--- config.mk ---
export PLATFORM = sky130hd
export DESIGN_NAME = uart_tx_sched
export DESIGN_NICKNAME = d
export VERILOG_FILES = /design/src/rtl/uart_pkg.sv /design/src/rtl/uart_word_fifo.sv /design/src/rtl/uart_tx_sched.sv
export SDC_FILE = /design/constraint.sdc
export NUM_CORES = 1
export LEC_CHECK = 0
export ABC_AREA = 1
export BUFFER_PORTS_ARGS = -buffer_cell sky130_fd_sc_hd__buf_2
export CORE_MARGIN = 5
export CORE_UTILIZATION = 30
export CTS_BUF_LIST = sky130_fd_sc_hd__clkbuf_8
export DETAILED_ROUTE_END_ITERATION = 8
export GPL_TIMING_DRIVEN = 1
export SETUP_SLACK_MARGIN = 0.4
export SLEW_MARGIN = 40
export SYNTH_ARGS = -nofsm -noshare
export SYNTH_HDL_FRONTEND = slang
export SYNTH_SLANG_ARGS = --single-unit
--- constraint.sdc ---
create_clock -name clk -period 8.9 [get_ports clk]
set_clock_uncertainty 0.05 [all_clocks]
set_input_delay 0.445 -clock clk [delete_from_list [all_inputs] [get_ports clk]]
set_output_delay 0.445 -clock clk [all_outputs]
set_load 0.01 [all_outputs]
--- src/rtl/uart_pkg.sv ---
// Shared constants for the word-level UART transmit scheduler: FSM encoding and
// default CPU-visible addresses.
package uart_pkg;

  typedef enum logic [1:0] {
    S_IDLE = 2'd0,
    S_LOAD = 2'd1,
    S_SEND = 2'd2,
    S_WAIT = 2'd3
  } tx_state_e;

  localparam logic [31:0] DEF_TX_ADDR   = 32'hFFFF_FFFF;
  localparam logic [31:0] DEF_STAT_ADDR = 32'hFFFF_FFFC;
  localparam logic [1:0]  LAST_BYTE_IDX = 2'd3;

endpackage

--- src/rtl/uart_word_fifo.sv ---
// Word FIFO with wrap-around pointers one bit wider than the address, so full and
// empty are told apart without a separate counter.
module uart_word_fifo #(
  parameter int DEPTH = 4,
  parameter int W     = 32
) (
  input  logic                     clk,
  input  logic                     rst,
  input  logic                     push_i,
  input  logic                     pop_i,
  input  logic [W-1:0]             din_i,
  output logic [W-1:0]             dout_o,
  output logic                     full_o,
  output logic                     empty_o,
  output logic [$clog2(DEPTH):0]   level_o
);
  localparam int AW = $clog2(DEPTH);

  logic [W-1:0] mem_q [DEPTH];
  logic [AW:0]  wr_q, wr_d, rd_q, rd_d;
  logic         do_push, do_pop;

  assign do_push = push_i && !full_o;
  assign do_pop  = pop_i && !empty_o;
  assign wr_d    = wr_q + (AW+1)'(do_push);
  assign rd_d    = rd_q + (AW+1)'(do_pop);

  always_ff @(posedge clk) begin
    if (rst) begin
      wr_q <= '0;
      rd_q <= '0;
    end else begin
      wr_q <= wr_d;
      rd_q <= rd_d;
    end
  end

  always_ff @(posedge clk) begin
    if (do_push && !rst) mem_q[wr_q[AW-1:0]] <= din_i;
  end

  assign dout_o  = mem_q[rd_q[AW-1:0]];
  assign level_o = wr_q - rd_q;
  assign empty_o = (wr_q == rd_q);
  assign full_o  = (level_o == (AW+1)'(DEPTH));

endmodule

--- src/rtl/uart_tx_sched.sv ---
// CPU-facing word scheduler: buffers 32-bit writes and feeds them LSB-first, one byte
// at a time, to a byte UART. Status register read-back is enabled by UART_TX_SCHED_STATUS_EN.
module uart_tx_sched
  import uart_pkg::*;
#(
  parameter int          FIFO_DEPTH = 4,
  parameter logic [31:0] TX_ADDR    = DEF_TX_ADDR,
  parameter logic [31:0] STAT_ADDR  = DEF_STAT_ADDR
) (
  input  logic        clk,
  input  logic        rst,
  input  logic        we,
  input  logic [31:0] address,
  input  logic [31:0] dataIn,
  output logic        tx_dv,
  output logic [7:0]  tx_byte,
  input  logic        tx_active,
  input  logic        tx_done,
  output logic        full,
  output logic        busy,
  output logic        overflow,
  output logic [31:0] rdata
);
  localparam int AW = $clog2(FIFO_DEPTH);

  tx_state_e   state_q, state_d;
  logic [31:0] shift_q, shift_d;
  logic [1:0]  idx_q, idx_d;
  logic        done_prev_q, ovf_q, ovf_d;
  logic        push, pop, fifo_empty, done_rise, word_avail, tx_hit;
  logic [31:0] fifo_dout;
  logic [AW:0] level;

  assign tx_hit    = we && (address == TX_ADDR);
  assign push      = tx_hit && !full;
  assign done_rise = tx_done && !done_prev_q;
  // A write landing this cycle already counts, so a fresh word goes straight to LOAD.
  assign word_avail = !fifo_empty || push;

  uart_word_fifo #(.DEPTH(FIFO_DEPTH), .W(32)) u_fifo (
    .clk     (clk),
    .rst     (rst),
    .push_i  (push),
    .pop_i   (pop),
    .din_i   (dataIn),
    .dout_o  (fifo_dout),
    .full_o  (full),
    .empty_o (fifo_empty),
    .level_o (level)
  );

  always_ff @(posedge clk) begin
    if (rst) state_q <= S_IDLE;
    else     state_q <= state_d;
  end

  always_comb begin
    state_d = state_q;
    case (state_q)
      S_IDLE: if (word_avail) state_d = S_LOAD;
      S_LOAD: state_d = S_SEND;
      S_SEND: if (!tx_active) state_d = S_WAIT;
      S_WAIT: if (done_rise) begin
        if (idx_q != LAST_BYTE_IDX) state_d = S_SEND;
        else if (word_avail)        state_d = S_LOAD;
        else                        state_d = S_IDLE;
      end
      default: state_d = S_IDLE;
    endcase
  end

  always_comb begin
    tx_dv   = (state_q == S_SEND) && !tx_active;
    pop     = (state_q == S_LOAD);
    shift_d = shift_q;
    idx_d   = idx_q;
    if (pop) begin
      shift_d = fifo_dout;
      idx_d   = 2'd0;
    end else if ((state_q == S_WAIT) && done_rise && (idx_q != LAST_BYTE_IDX)) begin
      shift_d = {8'h00, shift_q[31:8]};
      idx_d   = idx_q + 2'd1;
    end
  end

  always_ff @(posedge clk) begin
    if (rst) begin
      shift_q     <= '0;
      idx_q       <= '0;
      done_prev_q <= 1'b0;
      ovf_q       <= 1'b0;
    end else begin
      shift_q     <= shift_d;
      idx_q       <= idx_d;
      done_prev_q <= tx_done;
      ovf_q       <= ovf_d;
    end
  end

  assign tx_byte  = shift_q[7:0];
  assign busy     = (level != '0) || (state_q != S_IDLE);
  assign overflow = ovf_q;

`ifdef UART_TX_SCHED_STATUS_EN
  logic [31:0] rdata_q, rdata_d;

  always_comb begin
    ovf_d = ovf_q;
    if (tx_hit && full)                     ovf_d = 1'b1;
    else if (we && (address == STAT_ADDR))  ovf_d = 1'b0;
    rdata_d = (address == STAT_ADDR) ?
              {16'h0000, ovf_q, busy, full, 5'b00000, 8'(level)} : 32'h0;
  end

  always_ff @(posedge clk) begin
    if (rst) rdata_q <= '0;
    else     rdata_q <= rdata_d;
  end

  assign rdata = rdata_q;
`else
  always_comb begin
    ovf_d = ovf_q | (tx_hit && full);
  end

  assign rdata = 32'h0;
`endif

endmodule
## Yosys cells after proc, flatten, opt, wreduce, memory -nomap -nowiden

Memory sizes are Yosys's and may differ from the RTL's. A register that Yosys moved wholly into a read port is not among the register bits.
Index checks and enable logic that the tools add are counted.

- Add/subtract/negate cells: 4
- Equality and inequality tests: 10
- Muxes and demuxes: 11
- Bitwise gates (word level): 1
- Reduce and logical (&&, ||, !) cells: 23

Operators by type and width:

| cell | number |
|---|---|
| two-way mux 32 bit | 2 |
| == test 32 bit (second input constant) | 1 |
| logical AND 1 bit | 10 |
| two-way mux 2 bit | 5 |
| != test 2 bit (second input constant) | 4 |
| one-hot mux 2 bit (4 select lines) | 1 |
| adder 3 x 1 -> 3 bit | 2 |
| logical NOT 1 bit | 5 |
| == test 2 bit (second input constant) | 2 |
| nonzero test 2 bit | 2 |
| == test 3 bit | 1 |
| == test 3 bit (second input constant) | 1 |
| two-way mux 1 bit | 3 |
| AND reduction 3 bit | 1 |
| nonzero test 3 bit | 1 |
| subtractor 3 bit | 1 |
| adder 2 x 1 -> 2 bit (second input constant) | 1 |
| == test 2 x 1 -> 1 bit (second input constant) | 1 |
| logical NOT 2 bit | 1 |
| logical OR 1 bit | 2 |
| OR reduction 2 bit | 1 |
| OR 1 bit | 1 |

- Bits in registers: 44
- Bits in writable memories: 128
- Input bits: 69
- Output and inout bits: 44
- Word-level logic and storage cells: 57
- Memories kept: 1

Memory list:

| name | words | width | rd ports | clocked after memory_dff | wr ports | line | source |
|---|---|---|---|---|---|---|---|
| u_fifo.mem_q | 4 | 32 | 1 | 1 | 1 | uart_word_fifo.sv:19 | `logic [W-1:0] mem_q [DEPTH];` |

## Logic depth before layout (Yosys ltp)

Gate-level depths: netlist (run 1).

- Depth in word-level cells: 9
- Gate-level depth with buffers: 13
- Gate-level depth less buffers: 13

## Modules after synthesis

A second synthesis (run 1) with hierarchy kept.

- Cell total of the unflattened synthesis: 649
- Area, all modules: 7226.9 um^2

Modules (own cells, without submodules):

| module | times used | cells each | area each (um^2) | sequential area each (um^2) |
|---|---|---|---|---|
| uart_word_fifo | 1 | 367 | 5173.7 | 3963.8 |
| uart_tx_sched | 1 | 282 | 2053.2 | 760.7 |

## Least setup slack after synthesis (run 1)

OpenSTA, ideal clock, no wires.

- Path type: reg-to-reg
- From: reg u_fifo.rd_q[1]
- To: mem u_fifo.mem_q[0][0], enable pin
- Library setup time: 421 ps
- Arrival time: 2943 ps
- Required time: 8429 ps
- Slack: 5486 ps
- Stages on the path, launching flop included: 11
- Buffers on the path: 1
- Clock period less this slack: 3414 ps
- Cells stage by stage: dfxtp_1 inv_1 buf_2 ha_1 a21oi_1 nand2_1 nand3_1 nand4_1 nor2_1 nand2_1 nor2_1

- Longest elaborated chain between the ends: 8

Ends and longest elaborated chain:

| item | line | source |
|---|---|---|
| start, declared | uart_word_fifo.sv:20 | `logic [AW:0] wr_q, wr_d, rd_q, rd_d;` |
| start signal, assigned | uart_word_fifo.sv:34 | `rd_q <= rd_d;` |
| subtractor 3 bit (*) | uart_word_fifo.sv:43 | `assign level_o = wr_q - rd_q;` |
| == test 3 bit (*) | uart_word_fifo.sv:45 | `assign full_o = (level_o == (AW+1)'(DEPTH));` |
| logical NOT 1 bit (*) | uart_word_fifo.sv:23, uart_tx_sched.sv:35 |  |
| logical AND 1 bit | uart_tx_sched.sv:35 | `assign push = tx_hit && !full;` |
| logical AND 1 bit (*) | uart_word_fifo.sv:23 | `assign do_push = push_i && !full_o;` |
| logical AND 1 bit (*) | uart_word_fifo.sv:39 | `if (do_push && !rst) mem_q[wr_q[AW-1:0]] <= din_i;` |
| two-way mux 1 bit (*) | uart_word_fifo.sv:39 |  |
| two-way mux 1 bit (implied by the code) (*) | uart_word_fifo.sv:39 |  |
| end, declared | uart_word_fifo.sv:19 |  |

Every way passes the cells marked *; elsewhere a longest branch is shown, timed or not.

## Worst setup path after layout (run 1)

- From: reg u_fifo.rd_q[0]
- To: mem u_fifo.mem_q[0][28], enable pin

The elaborated chain is that of the path after synthesis.

==> reports/metrics.yaml, run 1 <==
hold_viol_final: 0
cp-start-kind: "flip-flop"
power_frac_comb: 0.116
rsz0062_at_grt: "no"
ant_nets: 0
synth.area.top_cells: "edfxtp_1 (53%), dfxtp_1 (12%), nand2_1 (6.2%)"
cp-end-kind: "flip-flop"
diodes: 0
ctsHoldBuffers: 0
die_y_um: 165.3
hold_path.class: "input port to flip-flop"
cts_inserted_buffers: 17
wl_per_cell_um: 14.35
slew_headroom: 0.5446
num_rows: 56
holdWs_ns: 0.1559
syn_inst: 675
arrival_ns: 2.91
synth_largest_area_cell: "edfxtp_1"
postCtsSetupBuffers: 0
ys_types: 30
routed_wl_mm: 15.39
fin_nets: 816
netlist_area_um2: 7233
fmax_mhz: 347.2
vias: 4840
cts_sinks: 172
fill_cells: 2367
cts_buffer_depth: 2
worst-path-max-fanout: 67
grt_max_degree: 68
cts_tree: "done"
viasPerCell: 4.515
grt_usage: 0.1140
worstMarginPinSlew_ns: 0.6831
fin_setup_tns_ns: 0
start_util: 0.3063
fin_crit_sh: 0.3236
fin_ws_ns: 6.020
antenna_found_initial: 0
ys_seq_elements: 172
cap_violations: 0
pre_cts_slack_ns: 6.011
instances_no_fill: 1072
drt_first_iter_violations: 301
internal_power_uw: 1162
setup_viol: 0
cts_root_buffer: "clkbuf_8"
p_sw_uw: 401.1
swShare: 0.2566
worstSetupPathType: "flip-flop to flip-flop"
core_area_um2: 23610
synth_top_area_share: 0.5314
die_w_um: 165.3
drc: 0
first_pass_iters: 4
required_ns: 8.93
dieArea_um2: 27320
period_needed_ns: 2.880
areaGrowthSynthToFinish_pct: 11.64
place_inst: 1040
clock_power_share: 0.300
overflow: 0
port_buffers: 80
avgSynthCellArea_um2: 10.72
clk_pin_slew_ns: 0.09
leakagePower_uw: 0.003030
cts_resized: 0
htreeDepth: 4
seqPwrFrac: 0.584
power_per_cell_area_nw_per_um2: 193.6
synth_seq_area_share: 0.6532
grt_pass1_wl_mm: 24.02
place_congestion: 0.7410
ios: 113
clock_latency_ns: 0.44
first_global_vias: 4668
vdd_drop_max_mv: 0.1472
layout-drive-gt1-share: 0.1766
ys_warn_count: 0
hpwl_mm: 9.892
status: "complete, no violations"
finalMaxSlewViolations: 0
==> final timing paths <==
check                             from                       endpoint  slack [ns]  depth (start not counted)
min reg2reg   shift_q[21]$_SDFFE_PP0P_       shift_q[21]$_SDFFE_PP0P_        0.43                          2
min                         dataIn[19]  u_fifo.mem_q[3][19]$_DFFE_PP_        0.16                          1
max reg2reg  u_fifo.rd_q[0]$_SDFF_PP0_  u_fifo.mem_q[0][28]$_DFFE_PP_        6.02                         11
max          u_fifo.rd_q[0]$_SDFF_PP0_  u_fifo.mem_q[0][28]$_DFFE_PP_        6.02                         11
==> critical path, stage by stage, from the launching register on <==
cell	delay, ns
dfxtp_2	0.32
buf_4	0.52
ha_1	0.25
inv_1	0.05
a21oi_1	0.13
nand2_1	0.08
nand3_1	0.12
nand4_1	0.18
nor2_1	0.17
nand2_1	0.11
nor2_2	0.09
buf_4	0.43
==> cells by family after synthesis <==
family                   after synthesis  share of synthesized area
AO/OA/AOI/OAI                        144                     0.1169
XOR/XNOR                               2                   0.002422
adder cells (fa/ha/maj)                7                    0.01211
buffers and inverters                111                    0.08632
flip-flops                           172                     0.6532
other                                  1                  0.0005184
AND/OR/NAND/NOR                      238                     0.1285
==> layer usage <==
metal / global-route usage / routed length [um] / vias up
met2: 0.1932 / 7279 / 158
met1: 0.1425 / 6828 / 2287
met4: 0.03327 / 205 / 0
li1: - / - / 2379
met5: 0 / 0 / -
met3: 0.03152 / 1075 / 16
==> state kept, by name, summed over array words and instances, names as in the netlist <==
signal / cells
done_prev_q: 1
idx_q: 2
overflow: 1
shift_q: 32
state_q: 2
u_fifo.mem_q: 128
u_fifo.rd_q: 3
u_fifo.wr_q: 3
==> placed cells by master (no fill, tap or decap), drive strengths merged, types with 2 or more instances in the layout <==
master,netlist,final
a22oi,16,16
edfxtp,128,128
dfxtp,44,44
nand2,120,120
nor2,106,106
a31oi,7,7
xnor2,2,2
a21oi,21,21
conb,1,32
inv,38,44
buf,59,87
o22ai,31,31
clkinvlp,0,2
o21ai,66,66
ha,7,7
nand4,4,4
clkbuf,13,20
clkinv,1,5
nand3,7,7
==> cells in the mapped netlist <==
| library cell | count |
|---|---|
| a211oi_1 | 1 |
| a21oi_1 | 21 |
| a22oi_1 | 10 |
| a22oi_2 | 6 |
| a31oi_1 | 7 |
| buf_2 | 13 |
| buf_4 | 42 |
| buf_6 | 4 |
| clkbuf_1 | 13 |
| clkinv_2 | 1 |
| conb_1 | 1 |
| dfxtp_1 | 44 |
| edfxtp_1 | 128 |
| ha_1 | 7 |
| inv_1 | 34 |
| inv_2 | 3 |
| inv_4 | 1 |
| nand2_1 | 120 |
| nand3_1 | 6 |
| nand3_4 | 1 |
| nand4_1 | 4 |
| nor2_1 | 105 |
| nor2_2 | 1 |
| o211ai_1 | 1 |
| o21ai_0 | 63 |
| o21ai_1 | 3 |
| o21bai_1 | 1 |
| o22ai_1 | 31 |
| or2_2 | 1 |
| xnor2_1 | 2 |
==> power groups by stage <==
stage               Sequential [uW]  Combinational, uW  Clock [uW]
CTS                             913                183         479
global placement                932                180           0
global route                    917                205         513
floorplan                       925                149           0
finish                          913                182         469
detailed placement              932                183           0
==> layout make-up <==
cell class / count / area (um2) / share of cell area
Tap cell: 319 / 399.1 / 0.04943
Sequential cell: 172 / 4726 / 0.5852
Inverter: 39 / 150.1 / 0.01859
Clock inverter: 12 / 61.31 / 0.007592
Clock buffer: 20 / 275.3 / 0.03409
Multi-Input combinational cell: 423 / 2011 / 0.2490
Timing Repair Buffer: 87 / 452.9 / 0.05609
==> metrics by stage <==
stage	total power [uW]	area, um2	util
finish	1563	8075	0.3420
global route	1636	8075	0.3420
CTS	1576	8075	0.3420
detailed placement	1115	7739	0.3277
global placement	1112	7739	0.3277
floorplan	1074	7350	-
No activity file was read; power rests on OpenSTA's default activity.
==> run 2, diff against run 1 <==
==> constraint.sdc (replaced) <==
create_clock -name clk -period 2.4 [get_ports clk]
set_clock_uncertainty 0.05 [all_clocks]
set_input_delay 0.12 -clock clk [delete_from_list [all_inputs] [get_ports clk]]
set_output_delay 0.12 -clock clk [all_outputs]
set_load 0.01 [all_outputs]
==> run 2 against run 1 <==
Against the previous run: critical path depth increased by 1; final cell count up 5.9%; cell area is 12% higher; sequential share of layout area down 6.3 points; die area unchanged; combinational power grew to 3.9 times the previous value; non-clock buffer count rose by 63; clock power rose to 4.5 times the previous value; critical path type unchanged; highest routed layer unchanged.
==> reports/metrics.yaml, run 2 (synthesized netlist as in run 1, its figures left out) <==
status: "complete, no violations"  # unchanged
period_needed_ns: 2.196  # was 2.880 ns
start_util: 0.3063  # unchanged
fin_crit_sh: 0.9150  # was 0.3236
power_per_cell_area_nw_per_um2: 685.6  # was 193.6 nW/um2
leakagePower_uw: 0.003422  # was 0.003030 uW
worstMarginPinSlew_ns: 0.6919  # was 0.6831 ns
place_inst: 1047  # was 1040
mostFrequentLayoutCell: "edfxtp_1"  # unchanged
r2r_slack_ns: 0.20  # was 6.02 ns
finalMaxSlewViolations: 0  # unchanged
reg2reg_to: "u_fifo.mem_q[2][6]$_DFFE_PP_"  # was u_fifo.mem_q[0][28]$_DFFE_PP_
grt_max_degree: 37  # was 68
hold_path.class: "input port to flip-flop"  # unchanged
core_area_um2: 23610  # unchanged
hpwl_mm: 10.05  # was 9.892 mm
multi_input_area_um2: 2100  # was 2011 um2
largest_reg_flops: 128  # unchanged
use_met1: 0.1553  # was 0.1425
port_buffers: 80  # unchanged
cts_buffer_depth: 2  # unchanged
ios: 113  # unchanged
reg2reg_from: "u_fifo.rd_q[1]$_SDFF_PP0_"  # was u_fifo.rd_q[0]$_SDFF_PP0_
slew_headroom: 0.5387  # was 0.5446
clk_pin_slew_ns: 0.09  # about the same
vdd_drop_max_mv: 0.3621  # was 0.1472 mV
setup_viol: 0  # unchanged
cap_violations: 0  # unchanged
fill_cells: 2302  # was 2367
worst-path-max-fanout: 8  # was 67
antenna_found_initial: 0  # unchanged
die_y_um: 165.3  # unchanged
cts_root_buffer: "clkbuf_8"  # unchanged
grt_usage: 0.1234  # was 0.1140
ant_nets: 0  # unchanged
top_usage_layer: "met2"  # unchanged
cts_tree: "done"  # unchanged
holdWs_ns: 0.04442  # was 0.1559 ns
required_ns: 2.54  # was 8.93 ns
rsz0062_at_grt: "yes"  # was no
viasPerCell: 4.556  # was 4.515
cp-end-kind: "flip-flop"  # unchanged
grt_use_met3: 0.02755  # was 0.03152
fmax_mhz: 455.4  # was 347.2 MHz
arrival_ns: 2.33  # was 2.91 ns
final_cell_mix: "edfxtp_1 (128), nand2_1 (115), nor2_1 (100)"  # was edfxtp_1 (128), nand2_1 (120), nor2_1 (101)
wl_per_cell_um: 15.01  # was 14.35 um
hold_end: "state_q[1]$_SDFFE_PP0P_"  # was u_fifo.mem_q[3][19]$_DFFE_PP_
fin_nets: 879  # was 816
place_congestion: 0.7303  # was 0.7410
vias: 5171  # was 4840
die_w_um: 165.3  # unchanged
critPathTopFamily: "simple AND/OR/NAND/NOR gates"  # was buffers and inverters
num_rows: 56  # unchanged
reg2reg_depth: 12  # was 11
critPathSlowestCell: "dfxtp_2"  # was buf_4
hp-start: "tx_active"  # was dataIn[19]
cts_sinks: 172  # unchanged
areaGrowthSynthToFinish_pct: 25.10  # was 11.64%
cp-start-kind: "flip-flop"  # unchanged
instances_no_fill: 1135  # was 1072
crit_chain: "inv_2 > ha_4 > a21oi_2 > nand2_1 > nand3_2 > nand4_1 > nor2_2 > buf_6 > nand2_4 > nor2_4 > buf_12 > clkbuf_16"  # was buf_4 > ha_1 > inv_1 > a21oi_1 > nand2_1 > nand3_1 > nand4_1 > nor2_1 > nand2_1 > nor2_2 > buf_4
hold_viol_final: 0  # unchanged
diodes: 0  # unchanged
dieArea_um2: 27320  # unchanged
grt_pass1_wl_mm: 25.71  # was 24.02 mm
overflow: 0  # unchanged
grt_use_met2: 0.2110  # was 0.1932
hold_depth: 5  # was 1
layout-drive-gt1-share: 0.2292  # was 0.1766
worstSetupPathType: "flip-flop to flip-flop"  # unchanged
regArea_um2: 4730  # was 4726 um2
clock_latency_ns: 0.46  # was 0.44 ns
drc: 0  # unchanged
first_global_vias: 4988  # was 4668
htreeDepth: 4  # unchanged
routed_wl_mm: 17.04  # was 15.39 mm
cts_inserted_buffers: 17  # unchanged
worstPathBufferInverterCount: 4  # was 3
drt_first_iter_violations: 366  # was 301
slowest_delay_ns: 0.34  # was 0.52 ns
first_pass_iters: 7  # was 4
## run 2: cell types whose count changed in the layout (fill, tap and decap cells not counted), sizes merged
cell / before / now
buf: 87 / 114
bufinv: 0 / 3
clkinv: 5 / 4
clkinvlp: 2 / 1
dlygate4sd3: 0 / 33
inv: 44 / 46
## run 2: cell type report
class | instances | share of cell area
clock buffers | 17 | 0.02586
clock inverters | 15 | 0.01922
inverters | 39 | 0.01715
multi-input cells | 423 | 0.2320
flip-flops and latches | 172 | 0.5227
well taps | 319 | 0.04411
repair buffers | 150 | 0.1390
## run 2: where the power goes
part / leakage, uW / internal, uW / switching, uW
Sequential: 0.00151 / 3300 / 86.1
Combinational: 0.00170 / 269 / 449
Clock: 0.000217 / 1040 / 1060
## run 2: how the worst max path moves through the flow
stage	from	endpoint	slack, ns	cells after the start
floorplan	u_fifo.rd_q[1]$_SDFF_PP0_	u_fifo.mem_q[2][0]$_DFFE_PP_	-0.003	11
global placement	u_fifo.wr_q[0]$_SDFF_PP0_	u_fifo.mem_q[2][18]$_DFFE_PP_	0.24	12
detailed placement	u_fifo.wr_q[0]$_SDFF_PP0_	u_fifo.mem_q[2][6]$_DFFE_PP_	0.15	12
CTS	u_fifo.rd_q[1]$_SDFF_PP0_	u_fifo.wr_q[1]$_SDFF_PP0_	0.22	15
global route	u_fifo.wr_q[0]$_SDFF_PP0_	u_fifo.mem_q[2][17]$_DFFE_PP_	0.07	14
finish	u_fifo.rd_q[1]$_SDFF_PP0_	u_fifo.mem_q[2][6]$_DFFE_PP_	0.20	12
## run 2: worst min-delay path, delay by kind of cell
family,cells,cell delay [ns]
AND/OR/NAND/NOR,2,0.16
buffers and inverters,2,0.13
AO/OA/AOI/OAI,1,0.11
## run 2: through the flow
step / setup slack (ns) / power (uW) / instance area (um2) / TNS [ns] / utilization
final: 0.2041 / 6204 / 9049 / 0 / 0.3832
after global routing: 0.07206 / 6499 / 9049 / 0 / 0.3832
after CTS: 0.2201 / 6249 / 8902 / 0 / 0.3770
after detailed placement: 0.1462 / 4128 / 7904 / 0 / 0.3347
after global placement: 0.2417 / 4124 / 7904 / 0 / 0.3347
after floorplan: -0.003474 / 3982 / 7416 / -0.1745 / -
## run 2: repair_timing
| action | 4_1_cts | 5_1_grt |
|---|---|---|
| hold endpoints to repair | 129 | 0 |
| pin swaps | 6 | 8 |
| gates resized for setup | 15 | 15 |
| setup endpoints to repair | 128 | 135 |
| hold buffers | 33 | 0 |
| gates cloned | 4 | 3 |
| buffers inserted | 12 | 4 |
## run 2: layer usage
layer | share of wire | wire length [um] | vias up
li1 | - | - | 2519
met1 | 0.44 | 7412 | 2480
met2 | 0.49 | 8306 | 160
met3 | 0.068 | 1151 | 12
met4 | 0.0098 | 167 | 0
met5 | 0 | 0 | -
==> run 3, diff against run 2 <==
--- a/config.mk
+++ b/config.mk
@@ -6,7 +6,7 @@
 export NUM_CORES = 1
 export LEC_CHECK = 0
 export ABC_AREA = 1
-export BUFFER_PORTS_ARGS = -buffer_cell sky130_fd_sc_hd__buf_2
+export BUFFER_PORTS_ARGS = -buffer_cell sky130_fd_sc_hd__clkbuf_2
 export CORE_MARGIN = 5
 export CORE_UTILIZATION = 30
 export CTS_BUF_LIST = sky130_fd_sc_hd__clkbuf_8
==> constraint.sdc (replaced) <==
create_clock -name clk -period 2.3 [get_ports clk]
set_clock_uncertainty 0.05 [all_clocks]
set_input_delay 0.115 -clock clk [delete_from_list [all_inputs] [get_ports clk]]
set_output_delay 0.115 -clock clk [all_outputs]
set_load 0.01 [all_outputs]
==> run 3 against run 2 <==
Against the previous run: sequential share of layout area shrank 0.24 points; highest routed layer unchanged; via count shrank 0.79%; global-route usage shrank 0.13 points; core utilization grew 0.18 points; die area is the same.
==> reports/metrics.yaml, run 3 (synthesized netlist as in run 1, its figures left out) <==
status: "complete, no violations"  # unchanged
place_inst: 1049  # was 1047
viasPerCell: 4.524  # was 4.556
worstPathBufferInverterCount: 3  # was 4
r2r_slack_ns: 0.08  # was 0.20 ns
num_rows: 56  # unchanged
period_needed_ns: 2.217  # was 2.196 ns
grt_usage: 0.1221  # was 0.1234
cts_tree: "done"  # unchanged
reg2reg_from: "u_fifo.rd_q[1]$_SDFF_PP0_"  # unchanged
start_util: 0.3063  # unchanged
hpwl_mm: 10.17  # was 10.05 mm
required_ns: 2.44  # was 2.54 ns
dieArea_um2: 27320  # unchanged
cts_root_buffer: "clkbuf_8"  # unchanged
core_area_um2: 23610  # unchanged
grt_pass1_wl_mm: 25.41  # was 25.71 mm
cp-end-kind: "flip-flop"  # unchanged
slowest_delay_ns: 0.34  # about the same
critPathLaunch: "u_fifo.rd_q[1]$_SDFF_PP0_"  # unchanged
ios: 113  # unchanged
rsz0062_at_grt: "yes"  # unchanged
cts_buffer_depth: 2  # unchanged
routed_wl_mm: 16.76  # was 17.04 mm
clk_pin_slew_ns: 0.09  # about the same
layout-drive-gt1-share: 0.2270  # was 0.2292
cap_violations: 0  # unchanged
drc: 0  # unchanged
critPathTopFamily: "simple AND/OR/NAND/NOR gates"  # unchanged
vdd_drop_max_mv: 0.4366  # was 0.3621 mV
hold_viol_final: 0  # unchanged
fin_nets: 879  # unchanged
fmax_mhz: 451.2  # was 455.4 MHz
setup_viol: 0  # unchanged
diodes: 0  # unchanged
clock_latency_ns: 0.46  # about the same
reg2reg_depth: 12  # unchanged
leakagePower_uw: 0.003401  # was 0.003422 uW
reg2reg_to: "u_fifo.mem_q[3][23]$_DFFE_PP_"  # was u_fifo.mem_q[2][6]$_DFFE_PP_
arrival_ns: 2.35  # was 2.33 ns
crit_chain: "inv_2 > ha_4 > nand2_1 > nand2_1 > nand2_2 > nand3_2 > nand4_1 > nor2_2 > nand2_2 > nor2_4 > buf_12 > clkbuf_16"  # was inv_2 > ha_4 > a21oi_2 > nand2_1 > nand3_2 > nand4_1 > nor2_2 > buf_6 > nand2_4 > nor2_4 > buf_12 > clkbuf_16
ant_nets: 0  # unchanged
vias: 5130  # was 5171
finalMaxSlewViolations: 0  # unchanged
largest_reg_flops: 128  # unchanged
mostFrequentLayoutCell: "edfxtp_1"  # unchanged
place_congestion: 0.7187  # was 0.7303
power_per_cell_area_nw_per_um2: 697.8  # was 685.6 nW/um2
worst-path-max-fanout: 8  # unchanged
drt_first_iter_violations: 328  # was 366
die_w_um: 165.3  # unchanged
antenna_found_initial: 0  # unchanged
overflow: 0  # unchanged
fin_crit_sh: 0.9637  # was 0.9150
hold_path.class: "input port to flip-flop"  # unchanged
htreeDepth: 4  # unchanged
areaGrowthSynthToFinish_pct: 25.69  # was 25.10%
port_buffers: 80  # unchanged
die_y_um: 165.3  # unchanged
grt_max_degree: 36  # was 37
cts_inserted_buffers: 17  # unchanged
first_global_vias: 4998  # was 4988
critPathSlowestCell: "dfxtp_2"  # unchanged
final_cell_mix: "edfxtp_1 (128), nand2_1 (117), nor2_1 (99)"  # was edfxtp_1 (128), nand2_1 (115), nor2_1 (100)
path_depth: 12  # unchanged
cts_sinks: 172  # unchanged
wl_per_cell_um: 14.78  # was 15.01 um
instances_no_fill: 1134  # was 1135
worstSetupPathType: "flip-flop to flip-flop"  # unchanged
crit_end: "u_fifo.mem_q[3][23]$_DFFE_PP_"  # was u_fifo.mem_q[2][6]$_DFFE_PP_
cp-start-kind: "flip-flop"  # unchanged
first_pass_iters: 7  # unchanged
power_uw: 6344  # was 6204 uW
## run 3: cell count changes in the layout (fill, tap and decap cells not counted), moves of 3 or more
cell / change
buf_2: -79
buf_4: -5
clkbuf_16: +3
clkbuf_2: +79
## run 3: how the worst min path moves through the flow
stage / startpoint / depth (start not counted) / slack (ns) / end
6_report: address[23] / 7 / 0.11 / overflow$_SDFF_PP0_
5_1_grt: rst / 3 / 0.15 / done_prev_q$_SDFF_PP0_
4_1_cts: address[23] / 7 / 0.09 / overflow$_SDFF_PP0_
3_5_place_dp: dataIn[15] / 1 / 0.29 / u_fifo.mem_q[1][15]$_DFFE_PP_
3_3_place_gp: dataIn[25] / 1 / 0.29 / u_fifo.mem_q[0][25]$_DFFE_PP_
2_1_floorplan: dataIn[0] / 0 / 0.16 / u_fifo.mem_q[0][0]$_DFFE_PP_
## run 3: routing by layer
layer,global-route usage,vias up,routed length (um)
met1,0.1513,2432,7419
met4,0.03629,0,186
met5,0,-,0
met2,0.2086,160,8059
li1,-,2523,-
met3,0.03276,15,1092
## run 3: tightest hold or removal path, delay by kind of cell
family                 cells  cell delay, ns
AND/OR/NAND/NOR            6            0.37
buffers and inverters      1            0.09
## run 3: what timing repair did
item                                    CTS  global route
gates cloned                              3             6
pin swaps                                 2             9
resized for setup                        10            23
hold buffers                             34             0
buffers inserted                          9             2
endpoints found under the hold margin   130             0
endpoints found under the setup margin  130           148
## run 3: final cells by class
type / count / area [um2]
clock buffers: 17 / 234.0
clock inverters: 14 / 143.9
fillers: 2297 / 14520
inverters: 39 / 157.7
multi-input cells: 423 / 2110
flip-flops and latches: 172 / 4730
well taps: 319 / 399.1
repair buffers: 150 / 1318
## run 3: power breakdown
group / leakage (uW) / internal, uW / switching, uW
registers: 0.00151 / 3450 / 87.0
clock network: 0.000189 / 962 / 1080
logic: 0.00170 / 292 / 481
total: 0.00340 / 4700 / 1640
## run 3: through the flow
stage          worst slack, ns  setup TNS, ns  utilization  hold slack (ns)  instance area [um2]
2_1_floorplan          -0.1035         -11.69            -           0.1639                 7416
3_3_place_gp            0.1608              0       0.3359           0.2869                 7931
3_5_place_dp           0.08120              0       0.3359           0.2860                 7931
4_1_cts                 0.1612              0       0.3750          0.09409                 8855
5_1_grt               -0.01159       -0.08502       0.3850           0.1509                 9091
6_report               0.08347              0       0.3850           0.1135                 9091
